===== src/rtl/harpoon_hit_unit.sv =====
// rtl/harpoon_hit_unit.sv - harpoon launcher, per-frame advance and ball collision responder
module harpoon_hit_unit #(
  parameter logic [7:0]  FIRE_KEY    = 8'h2C,
  parameter int unsigned FLOOR_Y     = 398,
  parameter int unsigned CEIL_Y      = 250,
  parameter int unsigned BULLET_STEP = 4,
  parameter int unsigned COOLDOWN    = 8,
  parameter int unsigned MIN_SIZE    = 10
) (
  input  logic       frame_clk,
  input  logic       Reset,
  input  logic [7:0] keycode,
  input  logic [7:0] keycode2,
  input  logic [7:0] keycode3,
  input  logic [7:0] keycode4,
  input  logic [1:0] game_on,
  input  logic       ball_inplay,
  input  logic [9:0] player_x,
  input  logic [9:0] BallX,
  input  logic [9:0] BallY,
  input  logic [9:0] BallS,
  output logic       bullet_active,
  output logic [9:0] bullet_x,
  output logic [9:0] bullet_top_y,
  output logic       bullet_hit,
  output logic [7:0] hits_total
);

  typedef enum logic [1:0] {IDLE, RISING, COOL} state_t;

  localparam int unsigned CW       = $clog2(COOLDOWN + 1);
  localparam logic [9:0]  FLOOR_V  = 10'(FLOOR_Y);
  localparam logic [9:0]  CEIL_LIM = 10'(CEIL_Y + BULLET_STEP);
  localparam logic [9:0]  STEP_V   = 10'(BULLET_STEP);
  localparam logic [9:0]  MIN_V    = 10'(MIN_SIZE);
  localparam logic [CW-1:0] COOL_V = CW'(COOLDOWN);
  localparam logic [CW-1:0] COOL_1 = CW'(1);

  state_t        state_q;
  logic [CW-1:0] cool_q;
  logic          pressed_prev_q;
  logic          active_q;
  logic [9:0]    x_q;
  logic [9:0]    top_q;
  logic          hit_q;
  logic [7:0]    hits_q;

  logic        pressed;
  logic        fire_edge;
  logic        abort;
  logic [10:0] dx;
  logic [10:0] adx;
  logic [10:0] ball_bottom;
  logic        ball_hit;
  logic        at_ceil;

  // Fire key edge detect, abort condition and circle-vs-harpoon test on the registered tip
  always_comb begin
    pressed     = (keycode == FIRE_KEY) || (keycode2 == FIRE_KEY) ||
                  (keycode3 == FIRE_KEY) || (keycode4 == FIRE_KEY);
    fire_edge   = pressed && !pressed_prev_q;
    abort       = (game_on == 2'b00) || !ball_inplay;
    dx          = {1'b0, BallX} - {1'b0, x_q};
    adx         = dx[10] ? (11'd0 - dx) : dx;
    ball_bottom = {1'b0, BallY} + {1'b0, BallS};
    ball_hit    = (BallS >= MIN_V) && (adx < {1'b0, BallS}) &&
                  (ball_bottom >= {1'b0, top_q});
    at_ceil     = (top_q <= CEIL_LIM);
  end

  // Harpoon FSM: launch, rise one step per frame, retire on hit or ceiling, then cool down
  always_ff @(posedge frame_clk or posedge Reset) begin
    if (Reset) begin
      state_q        <= IDLE;
      cool_q         <= '0;
      pressed_prev_q <= 1'b0;
      active_q       <= 1'b0;
      x_q            <= '0;
      top_q          <= FLOOR_V;
      hit_q          <= 1'b0;
      hits_q         <= '0;
    end else begin
      pressed_prev_q <= pressed;
      if (abort) begin
        state_q  <= IDLE;
        active_q <= 1'b0;
        hit_q    <= 1'b0;
        top_q    <= FLOOR_V;
        cool_q   <= '0;
      end else begin
        case (state_q)
          IDLE: begin
            if (fire_edge) begin
              x_q      <= player_x;
              top_q    <= FLOOR_V;
              active_q <= 1'b1;
              state_q  <= RISING;
            end
          end
          RISING: begin
            if (ball_hit) begin
              hit_q    <= 1'b1;
              active_q <= 1'b0;
              if (hits_q != 8'hFF) hits_q <= hits_q + 8'd1;
              cool_q   <= COOL_V;
              state_q  <= COOL;
            end else if (at_ceil) begin
              active_q <= 1'b0;
              cool_q   <= COOL_V;
              state_q  <= COOL;
            end else begin
              top_q <= top_q - STEP_V;
            end
          end
          COOL: begin
            hit_q <= 1'b0;
            if (cool_q <= COOL_1) begin
              cool_q  <= '0;
              top_q   <= FLOOR_V;
              state_q <= IDLE;
            end else begin
              cool_q <= cool_q - COOL_1;
            end
          end
          default: state_q <= IDLE;
        endcase
      end
    end
  end

  assign bullet_active = active_q;
  assign bullet_x      = x_q;
  assign bullet_top_y  = top_q;
  assign bullet_hit    = hit_q;
  assign hits_total    = hits_q;

endmodule


===== config.mk =====
export PLATFORM = sky130hd
export DESIGN_NAME = harpoon_hit_unit
export DESIGN_NICKNAME = d
export VERILOG_FILES = /design/src/rtl/harpoon_hit_unit.sv
export SDC_FILE = /design/constraint.sdc
export NUM_CORES = 1
export LEC_CHECK = 0
export CAP_MARGIN = 10
export CORE_MARGIN = 1.5
export CORE_UTILIZATION = 40
export DETAILED_ROUTE_END_ITERATION = 7
export PLACE_DENSITY = 0.73
export SETUP_SLACK_MARGIN = 0.05
export SLEW_MARGIN = 20
export SYNTH_ARGS = -nofsm -noshare
export SYNTH_HDL_FRONTEND = slang
export SYNTH_SLANG_ARGS = --single-unit

===== constraint.sdc =====
create_clock -name frame_clk -period 6.3 [get_ports frame_clk]
set_input_delay 0.63 -clock frame_clk [delete_from_list [all_inputs] [get_ports frame_clk]]
set_output_delay 0.63 -clock frame_clk [all_outputs]
set_load 0.02 [all_outputs]

== After elaboration in Yosys (flattened, before gate mapping) ==
Cells that the tools add are included.
Word-level totals
  flip-flop bits (word level): 37
  output and inout bits: 30
  logic and storage cells: 80
Cells by class
  add/sub/neg operators: 6
  $lt $le $gt $ge: 5
  equal/unequal tests: 13
  mux-type cells: 26
  bitwise gates (word level): 1
  reductions and logical operators: 21
Operator list (count)
  $mux 10: 5
  $eq 8x6->1 const B: 4
  $pmux 10 s3: 1
  $mux 4: 4
  $ne 3x3->1 const B: 5
  $add 10x10->11: 1
  $ge 11x10->1: 1
  $lt 11x10->1: 1
  $mux 11: 1
  $sub 1x11->11 const A: 1
  $sub 10x10->11: 1
  $ge 10x4->1 const B: 1
  $le 10x8->1 const B: 1
  $mux 2: 5
  $sub 10x3->10 const B: 1
  $reduce_and 3->1: 3
  $add 8x1->8 const B: 1
  $ne 8x8->1 const B: 1
  $pmux 4 s2: 1
  $mux 1: 6
  $pmux 2 s3: 1
  $reduce_bool 3->1: 2
  $reduce_and 5->1: 1
  $le 4x1->1 const B: 1
  other kinds (13): 22

== Longest topological paths before layout ==
Gate-level depths: netlist (run 1).
  word-level depth: 9
  depth in mapped cells: 21
  gate-level depth less buffers: 20

== Worst setup path before layout (run 1) ==
Ideal clock, no wire load.
  kind: in2reg
  from: input port BallX[0]
  to: register top_q[3] (netlist: bullet_top_y[3])
  setup time: 0.082 ns
  data arrival time: 4.794 ns
  data required time: 6.218 ns
  path slack: 1.424 ns
  stages: 20
  path through: inv_1 -> ha_1 -> inv_1 -> fa_1 -> and3_1 -> o21a_1 -> o41a_1 -> a21o_1 -> a21oi_1 -> o21ai_0 -> xnor2_1 -> ha_1 -> a21o_1 -> a21o_1 -> a21o_1 -> o2111ai_1 -> o2111ai_1 -> a211o_2 -> o21ai_2 -> mux2_4
On the way
  longest elaborated chain between the ends: 8
RTL lines
  start, declared: RTL line 19  | input logic [9:0] BallX,
  $sub 10x10->11 *: RTL line 63  | dx = {1'b0, BallX} - {1'b0, x_q};
  $sub 1x11->11: RTL line 64  | adx = dx[10] ? (11'd0 - dx) : dx;
  $mux 11 *: RTL line 64
  $lt 11x10->1 *: RTL line 66  | ball_hit = (BallS >= MIN_V) && (adx < {1'b0, BallS}) &&
  $logic_and 1x1->1 * (2 in a row): RTL line 66
  $ne 3x3->1 (no line) *
  $reduce_and 5->1 (no line) *
  end signal, assigned: RTL line 112  | top_q <= top_q - STEP_V;
  end, declared: RTL line 44  | logic [9:0] top_q;
Every way passes the cells marked *; elsewhere a longest branch is shown, timed or not.
A chain may end at the register's enable or synchronous reset.

== Worst setup path in the final report (run 1) ==
Ends and elaborated chain as after synthesis.

==> results of run 1 <==
stage by stage:
stage	hold WS [ns]	setup WS, ns	area (um2)	utilization [%]	total power [mW]
after floorplan	0.507	1.42	3440	-	0.524
after global placement	0.478	0.715	4600	55.7	0.641
after detailed placement	0.480	0.499	4600	55.7	0.654
after CTS	0.495	0.789	4700	56.9	0.842
after global routing	0.524	0.424	4700	56.9	0.905
final	0.499	0.792	4700	56.9	0.835
power breakdown:
group	switching, mW	internal (mW)	leakage [nW]
combinational	0.202	0.198	1.55
sequential	0.00884	0.242	0.479
clock	0.0942	0.0896	0.0516
total	0.305	0.530	2.08
cells by family (layout without fill, tap and decap cells):
| kind of cell | Yosys count | count (layout) | synth area share (%) |
|---|---|---|---|
| buf+inv | 50 | 159 | 5.78 |
| compound gates | 98 | 98 | 21.5 |
| simple gates | 115 | 115 | 17.8 |
| other cells | 1 | 1 | 0.109 |
| xor+xnor | 25 | 25 | 6.37 |
| flops | 36 | 36 | 26.4 |
| fa+ha+maj | 45 | 45 | 16.8 |
| mux | 16 | 16 | 5.24 |
worst min-delay path by stage:
| stage | from | endpoint | slack (ns) | depth (start not counted) |
|---|---|---|---|---|
| after floorplan | bullet_top_y[1]$_DFFE_PP1P_ | bullet_top_y[1]$_DFFE_PP1P_ | 0.51 | 2 |
| after global routing | bullet_top_y[1]$_DFFE_PP1P_ | bullet_top_y[1]$_DFFE_PP1P_ | 0.52 | 2 |
| after global placement | bullet_top_y[1]$_DFFE_PP1P_ | bullet_top_y[1]$_DFFE_PP1P_ | 0.48 | 2 |
| after detailed placement | bullet_top_y[1]$_DFFE_PP1P_ | bullet_top_y[1]$_DFFE_PP1P_ | 0.48 | 2 |
| final | hits_total[6]$_DFFE_PP0P_ | hits_total[6]$_DFFE_PP0P_ | 0.50 | 1 |
| after CTS | bullet_top_y[1]$_DFFE_PP1P_ | bullet_top_y[1]$_DFFE_PP1P_ | 0.50 | 2 |
flip-flops by register name, indices dropped and copies added (netlist names):
register        count
state_q             2
bullet_x           10
bullet_hit          1
hits_total          8
bullet_top_y        9
pressed_prev_q      1
bullet_active       1
cool_q              4
final cells by class:
| cell class | instances | area, um2 | area share (%) |
|---|---|---|---|
| Tap cell | 105 | 131 | 2.80 |
| Timing Repair Buffer | 107 | 1070 | 22.7 |
| Sequential cell | 36 | 907 | 19.3 |
| Clock inverter | 2 | 13.8 | 0.293 |
| Inverter | 44 | 165 | 3.51 |
| Clock buffer | 6 | 82.6 | 1.76 |
| Multi-Input combinational cell | 300 | 2330 | 49.7 |
metal layers:
metal  share of wire, %  GRT usage (%)  wire length [um]
met5                  0              0                 0
met3                4.7           3.71               413
met2                 47           33.4              4150
met1                 47           25.9              4100
met4                1.3           5.64               112
cells in the mapped netlist (all sizes together) (7+ instances only):
master,n,area (um2)
dfrtp,31,776
nor2,23,86.3
mux2,13,150
nand4,12,75.1
o31ai,7,62.6
inv,44,165
ha,43,538
a21oi,21,105
a21o,12,90.1
nand3,9,45.0
o21ai,19,98.9
xnor2,20,175
nand2,25,93.8
worst register-to-register path, stage by stage (launching register included):
cell and delay, ns:
dfrtp_1 0.39, ha_1 0.20, inv_1 0.06, fa_1 0.40
and3_1 0.23, o21a_1 0.21, o41a_1 0.36, a21o_1 0.20
a21oi_1 0.49, o21ai_0 0.23, xnor2_1 0.23, ha_1 0.27
a21o_1 0.16, a21o_1 0.17, a21o_1 0.17, o2111ai_1 0.18
o2111ai_1 0.21, a211o_2 0.35, o21ai_2 0.19, mux2_4 0.34
==> flow_metrics.env, run 1 <==
export IMPL_worst_path_largest_cell_delay_ns=0.49
export IMPL_htree_num_levels=2
export IMPL_n_antenna_cell=0
export IMPL_avgSynthCellArea_um2=8.91
export IMPL_antenna_violations_before_repair=0
export IMPL_critical_path_cell_chain="clkdlybuf4s50_1, inv_1, ha_1, inv_1, fa_1, and3_1, o21a_1, o41a_1, a21o_1, a21oi_1, o21ai_0, xnor2_1, ha_1, a21o_1, a21o_1, a21o_1, o2111ai_1, o2111ai_1, a211o_2, o21ai_2, mux2_4"
export IMPL_irDropWorstVdd_mv=0.129
export IMPL_ys_seq_elements=36
export IMPL_regToRegStartpoint="bullet_x[0]$_DFFE_PP0P_"
export IMPL_final_period_utilization_pct=87.4
export IMPL_setup_viol=0
export IMPL_grt_remaining_overflow=0
export IMPL_endpoint="bullet_top_y[3]$_DFFE_PP1P_"
export IMPL_grt_pass1_vias=3238
export IMPL_rrSetupSlack_ns=1.17
export IMPL_fraction_of_layout_cells_with_a_size_suffix_above_1_pct=8.28
export IMPL_layout_min_cycle_time_ns=5.51
export IMPL_final_antenna_net_count=0
export IMPL_wirelength_um=8780
export IMPL_cell_count_after_placement=592
export IMPL_worst_slew_margin_rel_pct=60.5
export IMPL_crit_arrival_ns=5.74
export IMPL_drt_pass1_iterations=4
export IMPL_critical_path_launch_point="BallX[0]"
export IMPL_start_util_pct=41.7
export IMPL_max_cap_violations=0
export IMPL_number_of_nets_in_the_final_layout=616
export IMPL_cp_depth=21
export IMPL_route_vias_total=3205
export IMPL_worst_setup_path_end_kind="register"
export IMPL_via_per_inst=5.34
export IMPL_worst_hold_path_type="reg -> reg"
export IMPL_row_count=33
export IMPL_placeableCoreArea_mm2=0.00826
export IMPL_fp_dieArea_mm2=0.00916
export IMPL_mostFrequentLayoutCells="105 x clkdlybuf4s50_1, 44 x inv_1, 43 x ha_1"
export IMPL_tritoncts_num_buffers=5
export IMPL_synth_main_ff_cell="dfrtp_1"
export IMPL_yosys_cell_types_count=62
export IMPL_path_clk_slew_ns=0.08
export IMPL_clockRootBuffer="clkbuf_8"
export IMPL_area_growth_synth_to_final_pct=36.6
export IMPL_worst_r2r_path_depth=19
export IMPL_critical_path_buf_inv_count=3
export IMPL_timing_critical_path_fanout_max=10
export IMPL_worst_skew_ns=0.00833
export IMPL_hpwl_um=7040
export IMPL_instances_no_fill=600
export IMPL_worst_r2r_endpoint="bullet_top_y[3]$_DFFE_PP1P_"
export IMPL_hold_violations=0
export IMPL_yosys_warnings=0
export IMPL_timing_max_transition_violations_final=0
export IMPL_synth_seq_area_share_pct=26.4
export IMPL_cp_start_kind="primary input"
export IMPL_overall_track_demand_over_capacity_in_global_routing_pct=19.9
export IMPL_commonest_non_fill_non_tap_cell_in_the_layout="clkdlybuf4s50_1"
export IMPL_power_per_cell_area_mw_per_mm2=178
export IMPL_critPathKind="in -> reg"
export IMPL_most_prevalent_standard_cell_on_the_critical_path="a21o_1"
export IMPL_synthArstFlopShare_pct=100
export IMPL_die_width_um=95.7
export IMPL_setup_tns_final_ns=0
export IMPL_clk_insertion_delay_late_ns=0.30
export IMPL_clock_sink_count=36
export IMPL_gp_congestion=0.815
export IMPL_initialDrtViolationCount=135
export IMPL_worst_ep_required_time_ns=6.53
export IMPL_number_of_top_level_pins=107
export IMPL_fmax_mhz=182
export IMPL_status="complete, no violations"
export IMPL_slowest_stage="a21oi_1"
export IMPL_timing_critical_path_max_delay_family="compound AO/OA/AOI/OAI gates"
export IMPL_slew_at_the_pin_closest_to_its_max_slew_limit_ns=0.586
export IMPL_tritoncts_clock_tree="yes"
export IMPL_place_port_buffers=105
export IMPL_detail_route_wl_per_cell_um=14.6
export IMPL_ctsResizeCount=0
export IMPL_grt_first_pass_wirelength_um=14500
export IMPL_drc_violations=0
export IMPL_cts_setup_buffers=0
export IMPL_synth_edff_count=0
export IMPL_post_synth_inst_count=386
export IMPL_die_height_um=95.7
export IMPL_holdBufCountCts=0
export IMPL_max_clock_path_buffers=2
export IMPL_grt_start_max_net_pins=37
export IMPL_leak_pwr_nw=2.08
export IMPL_setup_repair_after_global_routing_missed_its_margin="no"
export IMPL_syn_cell_area_mm2=0.00344
export IMPL_syn_num_nets=508
export IMPL_fillCellCount=764
No activity file was read; power rests on OpenSTA's default activity.
==> run 2, diff against run 1 <==
- CAP_MARGIN: 10 -> default
- PLACE_DENSITY: 0.73 -> 0.7
==> run 2 against run 1 <==
Compared with the run above:
- register-to-register slack got worse by 0.14 ns
- global-route usage decreased by 0.98 points
- fmax decreased by 2.8%
- sequential share of layout area decreased by 0.061 points
- critical path depth unchanged
- total power increased by 2.6%
- largest cell class unchanged
- largest power group unchanged
==> flow_metrics.env, run 2 (synthesized netlist as in run 1, its figures left out) <==
export IMPL_worst_setup_path_end_kind="register"
export IMPL_gp_congestion=0.826
export IMPL_htree_num_levels=2
export IMPL_n_antenna_cell=0
export IMPL_tritoncts_clock_tree="yes"
export IMPL_dpl_cell_area_mm2=0.00460
export IMPL_slew_at_the_pin_closest_to_its_max_slew_limit_ns=0.635
export IMPL_irDropWorstVdd_mv=0.158
export IMPL_place_port_buffers=105
export IMPL_setup_viol=0
export IMPL_max_clock_path_buffers=2
export IMPL_hold_violations=0
export IMPL_instances_no_fill=600
export IMPL_grt_start_max_net_pins=37
export IMPL_final_antenna_net_count=0
export IMPL_layout_min_cycle_time_ns=5.66
export IMPL_fmax_mhz=177
export IMPL_initialDrtViolationCount=75
export IMPL_worst_hold_path_type="reg -> reg"
export IMPL_die_height_um=95.7
export IMPL_fillCellCount=818
export IMPL_final_period_utilization_pct=89.9
export IMPL_detail_route_wl_per_cell_um=14.1
export IMPL_fraction_of_layout_cells_with_a_size_suffix_above_1_pct=8.28
export IMPL_setup_tns_final_ns=0
export IMPL_overall_track_demand_over_capacity_in_global_routing_pct=18.9
export IMPL_area_growth_synth_to_final_pct=37.1
export IMPL_clockRootBuffer="clkbuf_8"
export IMPL_leak_pwr_nw=2.08
export IMPL_timing_max_transition_violations_final=0
export IMPL_status="complete, no violations"
export IMPL_commonest_non_fill_non_tap_cell_in_the_layout="clkdlybuf4s50_1"
export IMPL_placeableCoreArea_mm2=0.00826
export IMPL_row_count=33
export IMPL_start_util_pct=41.7
export IMPL_ctsResizeCount=0
export IMPL_wirelength_um=8430
export IMPL_drc_violations=0
export IMPL_number_of_top_level_pins=107
export IMPL_clk_insertion_delay_late_ns=0.29
export IMPL_grt_remaining_overflow=0
export IMPL_grt_pass1_vias=3212
export IMPL_worst_ep_required_time_ns=6.48
export IMPL_antenna_violations_before_repair=0
export IMPL_cp_start_kind="primary input"
export IMPL_hold_slack_ns=0.512
export IMPL_largest_register_ffs=10
export IMPL_grt_first_pass_wirelength_um=14000
export IMPL_crit_arrival_ns=5.84
export IMPL_critPathKind="in -> reg"
export IMPL_cell_count_after_placement=592
export IMPL_drt_pass1_iterations=4
export IMPL_cts_setup_buffers=0
export IMPL_timing_critical_path_fanout_max=10
export IMPL_hpwl_um=6860
export IMPL_worst_slew_margin_rel_pct=57.2
export IMPL_clock_sink_count=36
export IMPL_setup_repair_after_global_routing_missed_its_margin="no"
export IMPL_tritoncts_num_buffers=5
export IMPL_max_cap_violations=0
export IMPL_holdBufCountCts=0
export IMPL_report_power_total_mw=0.857
export IMPL_worst_skew_ns=0.0128
export IMPL_power_per_cell_area_mw_per_mm2=182
export IMPL_number_of_nets_in_the_final_layout=616
export IMPL_die_width_um=95.7
export IMPL_via_per_inst=5.42
export IMPL_fp_dieArea_mm2=0.00916
export IMPL_mostFrequentLayoutCells="105 x clkdlybuf4s50_1, 44 x inv_1, 43 x ha_1"
export IMPL_path_clk_slew_ns=0.08
export IMPL_route_vias_total=3250
export IMPL_final_cell_area_mm2=0.00471
run 2: cell count changes in the layout (fill, tap and decap cells not counted):
cell,change
bufinv_16,+1
clkbuf_8,-1
clkinvlp_4,+1
inv_6,-1
run 2: metal layers:
layer / global-route usage, % / wire length, um / vias to the layer above
li1: - / - / 1627
met1: 24.8 / 4050 / 1551
met3: 2.92 / 313 / 11
met5: 0 / 0 / -
met2: 32.0 / 3960 / 61
met4: 5.27 / 108 / 0
run 2: worst max-delay path: stages:
cell             delay [ns]
clkdlybuf4s50_1        0.40
inv_1                  0.05
ha_1                   0.18
inv_1                  0.07
fa_1                   0.39
and3_1                 0.22
o21a_1                 0.21
o41a_1                 0.36
a21o_1                 0.20
a21oi_1                0.50
o21ai_0                0.22
xnor2_1                0.18
ha_1                   0.30
a21o_1                 0.16
a21o_1                 0.16
a21o_1                 0.17
o2111ai_1              0.17
o2111ai_1              0.21
a211oi_2               0.55
nand2_1                0.18
mux2_2                 0.31
run 2: layout make-up:
class / count / area [um2] / share of cell area, %
multi-input combinational: 300 / 2330 / 49.5
timing repair buffer: 107 / 1070 / 22.6
sequential: 36 / 907 / 19.2
inverter: 44 / 165 / 3.50
tap: 105 / 131 / 2.79
clock buffer: 5 / 68.8 / 1.46
clock inverter: 3 / 42.5 / 0.902
run 2: per-stage QoR:
stage / util, % / setup slack, ns
floorplan: - / 1.42
global route: 57.1 / 0.347
detailed placement: 55.7 / 0.381
CTS: 57.1 / 0.651
finish: 57.1 / 0.636
global placement: 55.7 / 0.520
run 2: worst paths after layout:
path | start | end | slack [ns] | depth (start not counted)
worst max register to register | bullet_x[0]$_DFFE_PP0P_ | hits_total[1]$_DFFE_PP0P_ | 1.03 | 19
min in group asynchronous | Reset | bullet_x[4]$_DFFE_PP0P_ | 0.74 | 3
worst min-delay path | hits_total[5]$_DFFE_PP0P_ | hits_total[5]$_DFFE_PP0P_ | 0.51 | 1
worst min register to register | hits_total[5]$_DFFE_PP0P_ | hits_total[5]$_DFFE_PP0P_ | 0.51 | 1
max in group asynchronous | Reset | bullet_top_y[8]$_DFFE_PP1P_ | 5.20 | 3
worst max-delay path | BallX[0] | hits_total[1]$_DFFE_PP0P_ | 0.64 | 21
run 2: where the power goes:
part / leakage, nW / internal (mW) / total [mW] / switching [mW]
Sequential: 0.479 / 0.242 / 0.250 / 0.00852
Combinational: 1.55 / 0.198 / 0.398 / 0.200
Clock: 0.0541 / 0.117 / 0.208 / 0.0911
